**src/rtl/q_episode_ctrl_if.sv**
```systemverilog
// rtl/q_episode_ctrl_if.sv - handshake bundle between the episode sequencer and the Q-learning datapath
interface q_episode_ctrl_if #(
  parameter int STATES_WIDTH  = 4,
  parameter int ACTIONS_WIDTH = 2
);
  logic                     i_run;
  logic [STATES_WIDTH-1:0]  i_first_st;
  logic [ACTIONS_WIDTH-1:0] i_greedy_at;
  logic [STATES_WIDTH-1:0]  i_st;
  logic                     i_valid_st;
  logic                     i_upd_done;
  logic                     o_start;
  logic [STATES_WIDTH-1:0]  o_first_st;
  logic [ACTIONS_WIDTH-1:0] o_at;
  logic                     o_valid_at;
  logic                     o_finish;
  logic                     o_busy;
  logic [15:0]              o_episode_cnt;
  logic [15:0]              o_step_cnt;

  modport master (
    input  i_run, i_first_st, i_greedy_at, i_st, i_valid_st, i_upd_done,
    output o_start, o_first_st, o_at, o_valid_at, o_finish, o_busy, o_episode_cnt, o_step_cnt
  );

  modport slave (
    output i_run, i_first_st, i_greedy_at, i_st, i_valid_st, i_upd_done,
    input  o_start, o_first_st, o_at, o_valid_at, o_finish, o_busy, o_episode_cnt, o_step_cnt
  );
endinterface

```
**src/rtl/q_episode_ctrl.sv**
```systemverilog
// rtl/q_episode_ctrl.sv - epsilon-greedy episode sequencer for the Q-learning datapath
module q_episode_ctrl #(
  parameter int         STATES_WIDTH  = 4,
  parameter int         ACTIONS       = 4,
  parameter int         ACTIONS_WIDTH = 2,
  parameter int         MAX_STEPS     = 16,
  parameter int         NUM_EPISODES  = 64,
  parameter int         GOAL_STATE    = 15,
  parameter logic [7:0] EPS_THRESH    = 8'd26,
  parameter logic [7:0] LFSR_SEED     = 8'hA5
) (
  input  logic            clk,
  input  logic            rst_n,
  q_episode_ctrl_if.master bus
);

  generate
    if (((ACTIONS & (ACTIONS - 1)) != 0) || (ACTIONS != (1 << ACTIONS_WIDTH))) begin : g_bad_actions
      $error("ACTIONS must be a power of two equal to 2**ACTIONS_WIDTH");
    end
    if (LFSR_SEED == 8'h00) begin : g_bad_seed
      $error("LFSR_SEED must be non-zero");
    end
  endgenerate

  typedef enum logic [2:0] {
    S_IDLE, S_START, S_WAIT_UPD, S_EP_END, S_FINISH, S_DONE
  } state_t;

  localparam logic [STATES_WIDTH-1:0] GOAL = STATES_WIDTH'(GOAL_STATE);

  state_t                    state, state_nxt;
  logic [7:0]                lfsr;
  logic                      goal_flag;
  logic [STATES_WIDTH-1:0]   first_st;
  logic [15:0]               episode_cnt, step_cnt;
  logic                      goal_now, last_step, last_episode, ep_done;
  logic                      start_pulse, valid_at, finish_pulse;
  logic [ACTIONS_WIDTH-1:0]  act;

  // goal reported alongside the write-back still closes that step's episode
  assign goal_now     = goal_flag | (bus.i_valid_st && (bus.i_st == GOAL));
  assign last_step    = ({1'b0, step_cnt} + 17'd1) == 17'(MAX_STEPS);
  assign last_episode = ({1'b0, episode_cnt} + 17'd1) == 17'(NUM_EPISODES);
  assign ep_done      = goal_now || last_step;
  assign act          = (lfsr < EPS_THRESH) ? lfsr[ACTIONS_WIDTH-1:0] : bus.i_greedy_at;

  always_ff @(posedge clk or negedge rst_n) begin
    if (!rst_n) state <= S_IDLE;
    else        state <= state_nxt;
  end

  always_comb begin
    state_nxt    = state;
    start_pulse  = 1'b0;
    valid_at     = 1'b0;
    finish_pulse = 1'b0;
    case (state)
      S_IDLE, S_DONE: if (bus.i_run) state_nxt = S_START;
      S_START: begin
        start_pulse = 1'b1;
        valid_at    = 1'b1;
        state_nxt   = S_WAIT_UPD;
      end
      S_WAIT_UPD: begin
        if (bus.i_upd_done) begin
          if (ep_done) state_nxt = S_EP_END;
          else         valid_at  = 1'b1;
        end
      end
      S_EP_END: state_nxt = last_episode ? S_FINISH : S_START;
      S_FINISH: begin
        finish_pulse = 1'b1;
        state_nxt    = S_DONE;
      end
      default: state_nxt = S_IDLE;
    endcase
  end

  always_ff @(posedge clk or negedge rst_n) begin
    if (!rst_n) begin
      lfsr        <= LFSR_SEED;
      goal_flag   <= 1'b0;
      first_st    <= '0;
      episode_cnt <= '0;
      step_cnt    <= '0;
    end else begin
      lfsr <= {lfsr[6:0], lfsr[7] ^ lfsr[5] ^ lfsr[4] ^ lfsr[3]};
      case (state)
        S_IDLE, S_DONE: begin
          if (bus.i_run) begin
            first_st    <= bus.i_first_st;
            episode_cnt <= '0;
            step_cnt    <= '0;
            goal_flag   <= 1'b0;
          end
        end
        S_WAIT_UPD: begin
          if (bus.i_valid_st && (bus.i_st == GOAL)) goal_flag <= 1'b1;
          if (bus.i_upd_done && (step_cnt != 16'hFFFF)) step_cnt <= step_cnt + 16'd1;
        end
        S_EP_END: begin
          if (episode_cnt != 16'hFFFF) episode_cnt <= episode_cnt + 16'd1;
          step_cnt  <= '0;
          goal_flag <= 1'b0;
        end
        default: ;
      endcase
    end
  end

  assign bus.o_start       = start_pulse;
  assign bus.o_valid_at    = valid_at;
  assign bus.o_at          = valid_at ? act : '0;
  assign bus.o_finish      = finish_pulse;
  assign bus.o_busy        = (state != S_IDLE) && (state != S_DONE);
  assign bus.o_first_st    = first_st;
  assign bus.o_episode_cnt = episode_cnt;
  assign bus.o_step_cnt    = step_cnt;

endmodule
```
**src/flat_wrapper.sv**
```systemverilog
// flat-port wrapper written by rule: the top's interface ports become plain ports
module q_episode_ctrl_flat 
#(
  parameter int         STATES_WIDTH  = 4,
  parameter int         ACTIONS       = 4,
  parameter int         ACTIONS_WIDTH = 2,
  parameter int         MAX_STEPS     = 16,
  parameter int         NUM_EPISODES  = 64,
  parameter int         GOAL_STATE    = 15,
  parameter logic [7:0] EPS_THRESH    = 8'd26,
  parameter logic [7:0] LFSR_SEED     = 8'hA5
)
  (clk, rst_n, bus_i_run, bus_i_first_st, bus_i_greedy_at, bus_i_st, bus_i_valid_st, bus_i_upd_done, bus_o_start, bus_o_first_st, bus_o_at, bus_o_valid_at, bus_o_finish, bus_o_busy, bus_o_episode_cnt, bus_o_step_cnt);
  q_episode_ctrl_if #(.STATES_WIDTH(STATES_WIDTH), .ACTIONS_WIDTH(ACTIONS_WIDTH)) bus_i ();
  input  logic clk;
  input  logic rst_n;
  input wire logic [$bits(bus_i.i_run)-1:0] bus_i_run;
  input wire logic [$bits(bus_i.i_first_st)-1:0] bus_i_first_st;
  input wire logic [$bits(bus_i.i_greedy_at)-1:0] bus_i_greedy_at;
  input wire logic [$bits(bus_i.i_st)-1:0] bus_i_st;
  input wire logic [$bits(bus_i.i_valid_st)-1:0] bus_i_valid_st;
  input wire logic [$bits(bus_i.i_upd_done)-1:0] bus_i_upd_done;
  output wire logic [$bits(bus_i.o_start)-1:0] bus_o_start;
  output wire logic [$bits(bus_i.o_first_st)-1:0] bus_o_first_st;
  output wire logic [$bits(bus_i.o_at)-1:0] bus_o_at;
  output wire logic [$bits(bus_i.o_valid_at)-1:0] bus_o_valid_at;
  output wire logic [$bits(bus_i.o_finish)-1:0] bus_o_finish;
  output wire logic [$bits(bus_i.o_busy)-1:0] bus_o_busy;
  output wire logic [$bits(bus_i.o_episode_cnt)-1:0] bus_o_episode_cnt;
  output wire logic [$bits(bus_i.o_step_cnt)-1:0] bus_o_step_cnt;
  assign bus_i.i_run = bus_i_run;
  assign bus_i.i_first_st = bus_i_first_st;
  assign bus_i.i_greedy_at = bus_i_greedy_at;
  assign bus_i.i_st = bus_i_st;
  assign bus_i.i_valid_st = bus_i_valid_st;
  assign bus_i.i_upd_done = bus_i_upd_done;
  assign bus_o_start = bus_i.o_start;
  assign bus_o_first_st = bus_i.o_first_st;
  assign bus_o_at = bus_i.o_at;
  assign bus_o_valid_at = bus_i.o_valid_at;
  assign bus_o_finish = bus_i.o_finish;
  assign bus_o_busy = bus_i.o_busy;
  assign bus_o_episode_cnt = bus_i.o_episode_cnt;
  assign bus_o_step_cnt = bus_i.o_step_cnt;
  q_episode_ctrl #(.STATES_WIDTH(STATES_WIDTH), .ACTIONS(ACTIONS), .ACTIONS_WIDTH(ACTIONS_WIDTH), .MAX_STEPS(MAX_STEPS), .NUM_EPISODES(NUM_EPISODES), .GOAL_STATE(GOAL_STATE), .EPS_THRESH(EPS_THRESH), .LFSR_SEED(LFSR_SEED)) u_core (.clk(clk), .rst_n(rst_n), .bus(bus_i));
endmodule
```
**config.mk**
```make
export PLATFORM = sky130hd
export DESIGN_NAME = q_episode_ctrl_flat
export DESIGN_NICKNAME = d
export VERILOG_FILES = /design/src/rtl/q_episode_ctrl_if.sv /design/src/rtl/q_episode_ctrl.sv /design/src/flat_wrapper.sv
export SDC_FILE = /design/constraint.sdc
export NUM_CORES = 1
export LEC_CHECK = 0
export CAP_MARGIN = 15
export CORE_AREA = 4 4 59 114
export DETAILED_ROUTE_END_ITERATION = 12
export DIE_AREA = 0 0 63 118
export PLACE_DENSITY = 0.8
export SYNTH_ARGS = -nofsm -noshare
export SYNTH_HDL_FRONTEND = slang
export SYNTH_SLANG_ARGS = --single-unit
```
**constraint.sdc**
```tcl
create_clock -name clk -period 3.6 [get_ports clk]
set_clock_uncertainty 0.1 [all_clocks]
set_input_delay 1.08 -clock clk [delete_from_list [all_inputs] [get_ports clk]]
set_output_delay 1.08 -clock clk [all_outputs]
set_load 0.02 [all_outputs]
```
==> metrics.md <==
| Metric | Value |
|---|---|
| Status | `finished clean` |
| Post-synth EDFFs | `0` |
| Worst Max-Slew Pin Slew | `slightly below 0.7 ns` |
| Largest net degree at the start of global routing | `between 40 and 50` |
| Yosys warning total | `0` |
| NumNets Final | `just under 400` |
| Share of post-route cells with drive strength above 1 | `0.2122` |
| Combinational Power Share | `0.382` |
| # IOs | `57` |
| # clock sinks | `48` |
| Rel. slew slack | `0.5393` |
| FMAX | `roughly 0.28 GHz` |
| Placed cell count | `between 400 and 500` |
| Slew Viols, Final | `0` |
| Count of different cell masters after synthesis | `61` |
| Mean post-synth cell area | `9.602 sq um` |
| Postcts setup bufs | `0` |
| Setup violators final | `0` |
| Synth Area in Compound Gates | `0.1685` |
| Worst vdd ir | `0.3156 mV` |
| Reg-to-reg slack, setup | `~0.9 ns` |
| Reg power frac | `0.355` |
| Post-synthesis cell count | `~300` |
| Lkg Pwr | `1.710 nW` |
| Hold EP | `u_core.lfsr[7]$_DFF_PN1_` |
| Post-synthesis adder-cell area fraction | `0.008489` |
| FF-to-FF path depth | `7` |
| Max clock buf depth | `2` |
| Fin crit share | `0.9770` |
| RePlAce Congestion | `approximately 0.92` |
| Overall die area | `0.007434 sq mm` |
| Via-to-Cell Ratio | `slightly below 6` |
| Syn Nets | `between 300 and 400` |
| Dpl hpwl | `approximately 5300 um` |
| Max FO, Critical Path | `6` |
| Die H | `118 um` |
| Most used DFF post-synth | `dfrtp_1` |
| Flops & latches, synth | `48` |
| Later-pin clock latency in the skew report | `0.30 ns` |
| Grt total ovfl | `0` |
| Switching share of power | `0.3596` |
| CTS tree | `done` |
| CTS Root Buffer Type | `clkbuf_16` |
| DRC Markers | `0` |
| Antenna Violating Nets Remaining | `0` |
| Psw | `approximately 0.00066 W` |
| Clock slew at reported path FFs | `around 0.060 ns` |
| Commonest cells after routing, fill and taps aside | `clkdlybuf4s50_1 (52), dfrtp_1 (44), buf_4 (25)` |
| Largest family of logic cells by synthesized area | `simple AND/OR/NAND/NOR gates` |
| Initial Util | `0.5076` |
| Critical Path End Type | `output port` |
| Worst r2r dst | `u_core.bus.o_episode_cnt[13]$_DFFE_PN0P_` |
| Vias in the first global route | `~2600` |
| CP Launch Type | `flip-flop` |
| Crit Path Class | `reg -> out` |
| Antenna violations before repair | `0` |
| Global-route usage over all layers | `0.2095` |
| Layout Area Growth over Synthesis | `28.95%` |
| Worst min-delay path class | `reg -> reg` |
| Initial DRC Count | `187` |
| Max-Cap Viols | `0` |
| Ys async rst share | `1.000` |
| Total CTS buffers | `5` |
| Hold path depth | `0` |
| Setup TNS | `0 ns` |
| Synth Area in Simple Gates | `0.2746` |
| P_int | `about 0.0012 W` |
| Vias | `around 2600` |
| Wirelength, routed | `between 7000 and 8000 um` |
| Post-route non-filler standard cell count | `about 440` |
| Commonest non-fill, non-tap cell in the layout | `clkdlybuf4s50_1` |
| PwrDens | `between 400 and 500 mW/mm^2` |
| Fin Hold WS | `roughly 0.29 ns` |
| Number of detailed-route iterations in the first pass | `4` |
| Worst Path Arrival | `~2.3 ns` |
| Mapped cell area | `just under 0.003 sq mm` |
| Standard-cell rows | `39` |
| Cts hold-fix bufs | `0` |
| Placed cell area | `roughly 0.0036 sq mm` |
| Design area | `between 0.003 and 0.004 sq mm` |
| Multiplexer share of the synthesized area | `0.03565` |
| Layout filler cell count | `roughly 500` |
| Clock network fraction of total power | `0.264` |
| # diodes | `0` |
| Core ar. | `slightly below 0.006 sq mm` |
| Routed WL per cell | `between 15 and 20 um` |
| Number of I/O port buffers | `56` |
| Final core utilization | `0.6546` |
| Sequential share of the synthesized area | `0.4092` |
| Final worst path period need | `around 3.5 ns` |
| Die width | `approximately 63 um` |
| Hold path start | `u_core.lfsr[6]$_DFF_PN0_` |
| Critical path data required time | `around 2.4 ns` |
| Xor/xnor share of the synthesized area | `0.04754` |
| Fin. Hold Viols | `0` |
| H-tree levels | `2` |
| Worst reg2reg path startpoint | `u_core.bus.o_episode_cnt[0]$_DFFE_PN0P_` |
| First-pass GRT wire length | `about 12000 um` |
-- cell families after synthesis --
kind of cell,after synthesis
muxes,10
DFF,48
xor gates and xnor gates,16
AOI/OAI and AO/OA,67
buffers and inverters,25
and+or+nand+nor,139
adders and majority gates,2
-- worst max path at each step --
| stage | slack (ns) | depth (start not counted) | endpoint | startpoint |
|---|---|---|---|---|
| after floorplan | 0.34 | 8 | bus_o_at[0] | u_core.bus.o_step_cnt[0]$_DFFE_PN0P_ |
| after global placement | -0.32 | 7 | bus_o_at[0] | bus_i_st[3] |
| after detailed placement | -0.41 | 7 | bus_o_at[0] | bus_i_st[3] |
| after CTS | 0.05 | 8 | bus_o_at[0] | u_core.bus.o_step_cnt[0]$_DFFE_PN0P_ |
| after global routing | -0.01 | 8 | bus_o_at[0] | u_core.bus.o_step_cnt[1]$_DFFE_PN0P_ |
| final | 0.08 | 7 | bus_o_at[0] | u_core.bus.o_step_cnt[6]$_DFFE_PN0P_ |
-- registers in the layout, summed over array words and instances (netlist names) --
register	count
u_core.lfsr	8
u_core.bus.o_episode_cnt	16
u_core.goal_flag	1
u_core.bus.o_step_cnt	16
u_core.bus.o_first_st	4
u_core.state	3
-- power groups by stage --
stage	sequential (W)	combinational (W)	clock, W
2_1_floorplan	0.000704	0.000402	0
3_3_place_gp	0.000655	0.000681	0
3_5_place_dp	0.000658	0.000689	0
4_1_cts	0.000648	0.000698	0.000490
5_1_grt	0.000658	0.000770	0.000509
6_report	0.000648	0.000698	0.000482
-- cell usage after synthesis (2+ instances only) --
master     number  area (sq um)
xnor2_1         9         78.83
and2_4          2         17.52
nor2b_1         3         18.77
clkbuf_1        3         11.26
a22oi_1         2         15.01
a31oi_1         2         12.51
nand3b_1        2         15.01
mux2i_1         6         60.06
a21oi_1         5         25.02
nor3b_1         3         22.52
buf_4           3         22.52
or3b_1          2         17.52
or3_1           3         18.77
nand3_1        17         85.08
nor3_1         14         70.07
buf_2           6         30.03
nor2_1         23         86.33
nand2b_1        7         43.79
inv_1           6         22.52
a22o_2          3         30.03
o2bb2ai_1       2         17.52
nand2_1        24         90.09
mux2_2          4         45.04
o21ai_0        21         105.1
and4_4          2         22.52
xor2_1          7         61.31
dfstp_2         4         105.1
and3_4          2         22.52
a211o_1        10         87.58
buf_6           7         78.83
ha_1            2         25.02
and3_2         11         82.58
and2_1          4         25.02
o31ai_1         6         45.04
nand4_1        10         62.56
a2bb2oi_1       2         17.52
dfrtp_1        44          1101
-- through the flow --
| stage | setup WS [ns] | total power, W |
|---|---|---|
| after floorplan | 0.3393 | 0.001106 |
| after global placement | -0.3246 | 0.001337 |
| after detailed placement | -0.4108 | 0.001347 |
| after CTS | 0.05086 | 0.001835 |
| after global routing | -0.009565 | 0.001938 |
| final | 0.08290 | 0.001827 |
-- cell type report --
type	instances	area (sq um)	share of cell area
clock buffer	8	146.4	0.03851
multi-input combinational	234	1607	0.4226
sequential	48	1206	0.3173
timing repair buffer	81	743.2	0.1955
tap	61	76.32	0.02008
inverter	6	22.52	0.005925
-- critical path, cell delays in order (launching register included) --
cell and delay [ns]:
dfrtp_1 0.44, nand4_1 0.21, nor3_2 0.27, a31oi_2 0.14, or4_4 0.58, a31oi_4 0.17, nor2_1 0.08, buf_4 0.16
-- layer usage --
layer | part of all wire | up-vias | global-route usage
li1 | - | 1259 | -
met1 | 0.37 | 1266 | 0.2304
met2 | 0.57 | 68 | 0.3845
met3 | 0.038 | 11 | 0.04011
met4 | 0.019 | 0 | 0.08160
met5 | 0 | - | 0
-- what timing repair did --
item                                    in CTS  in global routing
resized for setup                           15                  4
endpoints found under the setup margin       3                  3
pin swaps                                    0                  3
Note: power is estimated with default switching activity, not from simulation.
